$ cat src/rtl/regfile_pkg.sv
// regfile_pkg: shared definitions for the register-file write path.
//   NUM_REGS   : number of architectural registers (32)
//   ADDR_W     : register index width (5)
//   wr_state_e : write-buffer occupancy (EMPTY / HELD)
//   onehot_of  : helper turning a register index into a one-hot vector
package regfile_pkg;

  localparam int NUM_REGS = 32;
  localparam int ADDR_W   = 5;

  typedef enum logic {
    EMPTY = 1'b0,
    HELD  = 1'b1
  } wr_state_e;

  // One-hot vector with only bit 'addr' set.
  function automatic logic [NUM_REGS-1:0] onehot_of(input logic [ADDR_W-1:0] addr);
    onehot_of = {{(NUM_REGS-1){1'b0}}, 1'b1} << addr;
  endfunction

endpackage

$ cat src/rtl/regfile_wr_if.sv
// regfile_wr_if: write-request channel into the register file.
//   wr_valid  : request present (master -> slave)
//   wr_ready  : slave can take a request this cycle (slave -> master)
//   wr_addr   : destination register index
//   wr_data   : write data
//   wr_freeze : stalls commit of the held write (master -> slave)
interface regfile_wr_if #(
  parameter int DATA_W = 32
) ();
  import regfile_pkg::*;

  logic              wr_valid;
  logic              wr_ready;
  logic [ADDR_W-1:0] wr_addr;
  logic [DATA_W-1:0] wr_data;
  logic              wr_freeze;

  modport master (
    output wr_valid,
    output wr_addr,
    output wr_data,
    output wr_freeze,
    input  wr_ready
  );

  modport slave (
    input  wr_valid,
    input  wr_addr,
    input  wr_data,
    input  wr_freeze,
    output wr_ready
  );

endinterface

$ cat src/rtl/regfile_wr_decoder5to32.sv
// decoder5to32: 5-bit index to 32-bit one-hot decoder.
//   addr   : register index
//   en     : decode enable
//   onehot : one-hot of addr when en is high, all zeros otherwise
module decoder5to32
  import regfile_pkg::*;
(
  input  logic [ADDR_W-1:0]   addr,
  input  logic                en,
  output logic [NUM_REGS-1:0] onehot
);

  // Gated one-hot decode of the index.
  always_comb begin
    onehot = {NUM_REGS{1'b0}};
    if (en) begin
      onehot = onehot_of(addr);
    end else begin
      onehot = {NUM_REGS{1'b0}};
    end
  end

endmodule

$ cat src/rtl/regfile_wr.sv
// regfile_wr: 32-entry register file write path with a one-deep write buffer.
//   clock        : rising-edge clock
//   reset        : asynchronous active-high reset
//   wr           : write channel (slave side of regfile_wr_if)
//   reg_flat     : all registers flattened, register k at [DATA_W*k +: DATA_W]
//   dec_onehot   : one-hot of the most recently committed address
//   commit_pulse : one-cycle pulse per committed write
// A request is captured into the buffer on accept and committed on the next
// edge unless wr_freeze is high. A commit and a new accept may share an edge,
// giving one write per cycle while unfrozen. Register 0 has no storage.
module regfile_wr
  import regfile_pkg::*;
#(
  parameter int DATA_W = 32
) (
  input  logic                       clock,
  input  logic                       reset,
  regfile_wr_if.slave                wr,
  output logic [NUM_REGS*DATA_W-1:0] reg_flat,
  output logic [NUM_REGS-1:0]        dec_onehot,
  output logic                       commit_pulse
);

  wr_state_e           state_r;
  logic [ADDR_W-1:0]   held_addr_r;
  logic [DATA_W-1:0]   held_data_r;
  logic [DATA_W-1:0]   regs_r [NUM_REGS-1:1];
  logic [NUM_REGS-1:0] dec_onehot_r;
  logic                commit_pulse_r;

  logic                ready_s;
  logic                commit_s;
  logic                accept_s;
  logic [NUM_REGS-1:0] dec_s;

  // Ready, commit and accept conditions for the current cycle.
  always_comb begin
    ready_s  = 1'b0;
    commit_s = 1'b0;
    if (state_r == HELD) begin
      commit_s = ~wr.wr_freeze;
      ready_s  = ~wr.wr_freeze;
    end else begin
      commit_s = 1'b0;
      ready_s  = 1'b1;
    end
    accept_s = wr.wr_valid & ready_s;
  end

  assign wr.wr_ready = ready_s;

  // Decode is enabled only on a commit, so dec_s doubles as the write strobe.
  decoder5to32 u_dec (
    .addr   (held_addr_r),
    .en     (commit_s),
    .onehot (dec_s)
  );

  // Buffer state machine, captured request, and commit status outputs.
  always_ff @(posedge clock or posedge reset) begin
    if (reset) begin
      state_r        <= EMPTY;
      held_addr_r    <= {ADDR_W{1'b0}};
      held_data_r    <= {DATA_W{1'b0}};
      dec_onehot_r   <= {NUM_REGS{1'b0}};
      commit_pulse_r <= 1'b0;
    end else begin
      commit_pulse_r <= commit_s;
      if (commit_s) begin
        dec_onehot_r <= dec_s;
      end
      case (state_r)
        EMPTY: begin
          if (accept_s) begin
            state_r     <= HELD;
            held_addr_r <= wr.wr_addr;
            held_data_r <= wr.wr_data;
          end
        end
        HELD: begin
          // An accept in HELD implies freeze is low, so a commit happens too.
          if (accept_s) begin
            state_r     <= HELD;
            held_addr_r <= wr.wr_addr;
            held_data_r <= wr.wr_data;
          end else if (commit_s) begin
            state_r <= EMPTY;
          end
        end
        default: begin
          state_r <= EMPTY;
        end
      endcase
    end
  end

  // Register storage; only the strobed register takes the held data.
  always_ff @(posedge clock or posedge reset) begin
    if (reset) begin
      for (int k = 1; k < NUM_REGS; k++) begin
        regs_r[k] <= {DATA_W{1'b0}};
      end
    end else begin
      for (int k = 1; k < NUM_REGS; k++) begin
        if (dec_s[k]) begin
          regs_r[k] <= held_data_r;
        end
      end
    end
  end

  // Flatten storage onto the read bus; register 0 is hard-wired to zero.
  always_comb begin
    reg_flat = {(NUM_REGS*DATA_W){1'b0}};
    for (int k = 1; k < NUM_REGS; k++) begin
      reg_flat[k*DATA_W +: DATA_W] = regs_r[k];
    end
  end

  assign dec_onehot   = dec_onehot_r;
  assign commit_pulse = commit_pulse_r;

endmodule

$ cat src/flat_wrapper.sv
// flat-port wrapper written by rule: the top's interface ports become plain ports
module regfile_wr_flat import regfile_pkg::*;
#(
  parameter int DATA_W = 32
)
  (clock, reset, reg_flat, dec_onehot, commit_pulse, wr_wr_valid, wr_wr_addr, wr_wr_data, wr_wr_freeze, wr_wr_ready);
  regfile_wr_if #(.DATA_W(DATA_W)) wr_i ();
  input  logic clock;
  input  logic reset;
  output logic [NUM_REGS*DATA_W-1:0] reg_flat;
  output logic [NUM_REGS-1:0] dec_onehot;
  output logic commit_pulse;
  input wire logic [$bits(wr_i.wr_valid)-1:0] wr_wr_valid;
  input wire logic [$bits(wr_i.wr_addr)-1:0] wr_wr_addr;
  input wire logic [$bits(wr_i.wr_data)-1:0] wr_wr_data;
  input wire logic [$bits(wr_i.wr_freeze)-1:0] wr_wr_freeze;
  output wire logic [$bits(wr_i.wr_ready)-1:0] wr_wr_ready;
  assign wr_i.wr_valid = wr_wr_valid;
  assign wr_i.wr_addr = wr_wr_addr;
  assign wr_i.wr_data = wr_wr_data;
  assign wr_i.wr_freeze = wr_wr_freeze;
  assign wr_wr_ready = wr_i.wr_ready;
  regfile_wr #(.DATA_W(DATA_W)) u_core (.clock(clock), .reset(reset), .wr(wr_i), .reg_flat(reg_flat), .dec_onehot(dec_onehot), .commit_pulse(commit_pulse));
endmodule
$ cat config.mk
export PLATFORM = sky130hd
export DESIGN_NAME = regfile_wr_flat
export DESIGN_NICKNAME = d
export VERILOG_FILES = /design/src/rtl/regfile_pkg.sv /design/src/rtl/regfile_wr_if.sv /design/src/rtl/regfile_wr_decoder5to32.sv /design/src/rtl/regfile_wr.sv /design/src/flat_wrapper.sv
export SDC_FILE = /design/constraint.sdc
export NUM_CORES = 2
export LEC_CHECK = 0
export ABC_AREA = 1
export CORE_AREA = 8 8 421 423
export CTS_CLUSTER_SIZE = 24
export DETAILED_ROUTE_END_ITERATION = 8
export DIE_AREA = 0 0 429 431
export GPL_TIMING_DRIVEN = 0
export SLEW_MARGIN = 20
export SYNTH_ARGS = -nofsm -noshare
export SYNTH_HDL_FRONTEND = slang
export SYNTH_SLANG_ARGS = --single-unit
$ cat constraint.sdc
create_clock -name clock -period 105.5 [get_ports clock]
set_input_delay 15.825 -clock clock [delete_from_list [all_inputs] [get_ports clock]]
set_output_delay 15.825 -clock clock [all_outputs]
set_load 0.02 [all_outputs]
---- Word-level counts from Yosys, hierarchy flattened ----
Cells that the tools add are included.
cells by class
  shift operators ......................... 1
  muxes and demuxes ....................... 9
  bitwise logic cells ..................... 3
operators by type and width
  operator                                           count
  2-to-1 mux 32 bit                                  2
  << shifter 1 x 5 -> 32 bit (first input constant)  1
  2-to-1 mux 1 bit                                   5
  2-to-1 mux 5 bit                                   1
  NOT 1 bit                                          2
  case mux 1 bit (2 select lines)                    1
  AND 1 bit                                          1
storage, ports and cells
  bits in registers ....................... 1,063
  input port bits ......................... 41
  output and inout bits ................... 1,058
  logic and storage cells ................. 49

---- Longest topological paths before layout ----
  depth in word-level cells ............... 5
  mapped depth ............................ 10
  mapped depth without buffers ............ 7

---- By module ----
From an unflattened synthesis, not the netlist that was laid out.
second synthesis, totals
  cell total of the unflattened synthesis .. 4,680
  area, all modules ....................... 41,852.6 µm²
by module, submodules not included
  module        instances  cells an instance  area each (µm²)  seq. area each (µm²)
  regfile_wr    1          4,618              41,584.9         26,600.5
  decoder5to32  1          62                 267.8            0.0

---- Worst setup path after synthesis ----
OpenSTA, ideal clock, no wires.
  kind .................................... input-to-output
  from .................................... input port wr_wr_freeze
  to ...................................... output port wr_wr_ready
  data arrival time ....................... 16,360 ps
  required time ........................... 89,675 ps
  slack ................................... 73,315 ps
  stages on the path ...................... 2
  path buffers ............................ 1
  cell sequence ........................... nand2_1 > clkbuf_1
on the way
  longest elaborated chain between the ends .. 2
RTL lines
  what              line                text
  start, declared   flat_wrapper.sv:16  input wire logic [$bits(wr_i.wr_freeze)-1:0] wr_wr_freeze;
  NOT 1 bit         regfile_wr.sv:42    ready_s = ~wr.wr_freeze;
  2-to-1 mux 1 bit  regfile_wr.sv:40    if (state_r == HELD) begin
  end, declared     flat_wrapper.sv:17  output wire logic [$bits(wr_i.wr_ready)-1:0] wr_wr_ready;
No other way between the ends.

---- Worst setup path after layout ----
Same ends and word-level chain as after synthesis.

==> results.md <==
* P per Cell Area at 25.7 nW/µm²
* Tmin final at between 30 and 40 ns
* Initial core utilization at 0.245
* Clk_skew at 0.0522 ns
* Pre-antenna DRT Iters at 6
* Die area at 185000 µm²
* Worst-path fanout max at 10
* Max Slew Vio Count at 0
* Post-synthesis adder-cell area fraction at 0
* Maxcap violations at 0
* RSZ-0062 raised after global routing: false
* Syn avg cell area at ~9 µm²
* Port buffer count at approximately 1100
* Max Clk Rate at slightly below 30 MHz
* Final Hold Fails at 0
* Congestion Overflow GR at 0
* Resize count post-CTS at 0
* WS Path Type: in -> out
* Post-synthesis mux area share at 0
* Layout Nets at ~6000
* Clk pin slew, worst setup/hold paths at 0.06 ns
* Hpwl dp at ~180000 µm
* Layout cells sized above 1 at 0.0795
* Gate Count Post-Synth at about 4700
* Post-Route WL at approximately 230000 µm
* Post-Route Setup TNS at 0 ns
* CP arrival at roughly 18 ns
* # hold bufs at CTS at 0
* Via-to-Cell Ratio at about 4.7
* CP startpoint kind: input port
* CTS root buf: clkbuf_16
* Antenna-violating nets left at 0
* First-pass GRT wire length at 314000 µm
* Max_slew headroom at 0.180
* Yosys cell types at 20
* Post-CTS repair timing setup buffer count at 0
* DR iter-0 viols at around 3300
* Most area-consuming cells after synthesis: dfrtp_1, nand2_1, nand3_1
* Synthesized area at ~42000 µm²
* Simple-Gate Fraction of Synth Area at 0.285
* Total core area at 171000 µm²
* H-tree Lvls at 3
* Compound-gate portion of the synthesized area at 0.0286
* Area share of the largest cell type after synthesis at 0.638
* DR vias at between 30000 and 40000
* Row count at around 150
* Synth area leader: dfrtp_1
* Peak supply drop at approximately 17 µV
* Vias in the first global route at about 38000
* Post-Synth XOR/XNOR Area at 0
* CTS tree: yes
* Area Overhead vs Synth at 43.7%
* Number of synthesis warnings at 0
* CTS Buffer Depth at 3
* Clock Latency Late Sink at between 0.7 and 0.8 ns
* Worst-margin pin slew at approximately 1.2 ns
* WL/cell at 27.7 µm
* Req. time, crit path at around 90 ns
* GP Congestion at just under 0.9
* Largest net degree at the start of global routing at 106
* Lkg Pwr at 30.4 nW
* Die height at around 430 µm
* DRC viols at 0
* Total Routing Usage GR at 0.239
* Number of antenna violations at the first check in global routing at 32
* Largest family of logic cells by synthesized area: simple AND/OR/NAND/NOR gates
* Final setup viols at 0
* Seq cells post-synth at 1063
* CTS buffer count at around 120
* Status: completed
* Die W at 429 µm
* Overall power at 1.54 mW
* Worst Hold Class: reg -> reg
* Seq/Total Area, Yosys at 0.638
* Crit end category: primary output
* Clk sinks at approximately 1100
* Ports at roughly 1100
* Period utilisation layout at 0.320
layout make-up:
cell class / instances / area [µm²]
tap: 2233 / 2790
multi-input combinational: 3251 / 13200
clock inverter: 46 / 692
sequential: 1063 / 26600
clock buffer: 173 / 3460
antenna: 17 / 42.5
fill: 17476 / 111000
buffer: 420 / 2020
inverter: 13 / 56.3
timing repair buffer: 1082 / 11100
through the flow:
stage           util  cell area (µm²)  instances  hold slack (ns)  setup slack, ns
2_1_floorplan      -            41800       4747            0.533            59.75
3_3_place_gp   0.324            55300       8045            0.454            46.18
3_5_place_dp   0.327            55800       8062            0.457            71.75
4_1_cts        0.351            59900       8281            0.472            71.74
5_1_grt        0.351            59900       8282            0.480            71.62
6_report       0.351            59900       8298            0.467            71.79
critical path, stage by stage:
cell and delay, ns:
clkdlybuf4s50_1 0.49, nand2_1 0.44, clkbuf_1 0.39, clkdlybuf4s50_1 0.74
Yosys cell counts:
| cell type | n |
|---|---|
| nand4_1 | 5 |
| a21oi_1 | 5 |
| clkbuf_1 | 181 |
| inv_2 | 5 |
| buf_6 | 1 |
| buf_2 | 167 |
| inv_1 | 8 |
| nor2_4 | 8 |
| o21ai_1 | 38 |
| buf_4 | 51 |
| o21ai_0 | 195 |
| dfrtp_1 | 1063 |
| nor3_1 | 1 |
| nand2_2 | 2 |
| nor2_2 | 2 |
| nand3_1 | 489 |
| nand2_1 | 2452 |
| nor2_1 | 22 |
| buf_1 | 20 |
| conb_1 | 1 |
placed cells by master (no fill, tap or decap), types with 11 or more instances in the layout:
cell             netlist  layout
nand2_1             2452    2452
clkdlybuf4s50_1        0    1065
dfrtp_1             1063    1063
nand3_1              489     489
o21ai_0              195     195
clkbuf_1             181     173
buf_2                167     167
clkbuf_16              0     117
buf_4                 51      51
o21ai_1               38      38
clkbuf_2               0      32
conb_1                 1      32
clkbuf_8               0      32
nor2_1                22      22
buf_1                 20      20
diode_2                0      17
clkinv_2               0      15
buf_16                 0      12
bufinv_16              0      11
report_power, final:
part	total, mW	internal, mW	switching (mW)
combinational	0.524	0.203	0.321
clock	0.442	0.256	0.186
sequential	0.575	0.505	0.0699
routing by layer:
| layer | track usage | up-vias | wire length, µm |
|---|---|---|---|
| li1 | - | 17184 | - |
| met1 | 0.283 | 19592 | 87600 |
| met2 | 0.415 | 1661 | 114000 |
| met3 | 0.0551 | 382 | 16600 |
| met4 | 0.102 | 12 | 11400 |
| met5 | 0 | - | 80 |
worst paths after layout:
path | from | to | slack, ns | cells after the start
max in group asynchronous | reset | u_core.reg_flat[257] | 87.52 | 7
max | wr_wr_freeze | wr_wr_ready | 71.79 | 4
max reg2reg | u_core.held_addr_r[3] | u_core.reg_flat[104] | 102.32 | 6
min in group asynchronous | reset | u_core.reg_flat[122] | 15.39 | 2
min | u_core.reg_flat[844] | u_core.reg_flat[844] | 0.47 | 2
min reg2reg | u_core.reg_flat[844] | u_core.reg_flat[844] | 0.47 | 2
sequential cells by signal, indices dropped and copies added, names as in the netlist:
signal / flops
u_core.reg_flat: 992
u_core.dec_onehot: 32
u_core.held_data_r: 32
u_core.held_addr_r: 5
u_core.commit_pulse: 1
u_core.state_r: 1
kinds of logic after synthesis:
family                 Yosys count
AND/OR/NAND/NOR               2981
AO/OA/AOI/OAI                  238
other                            1
flip-flops                    1063
buffers and inverters          433
(Power assumes the default switching activity.)
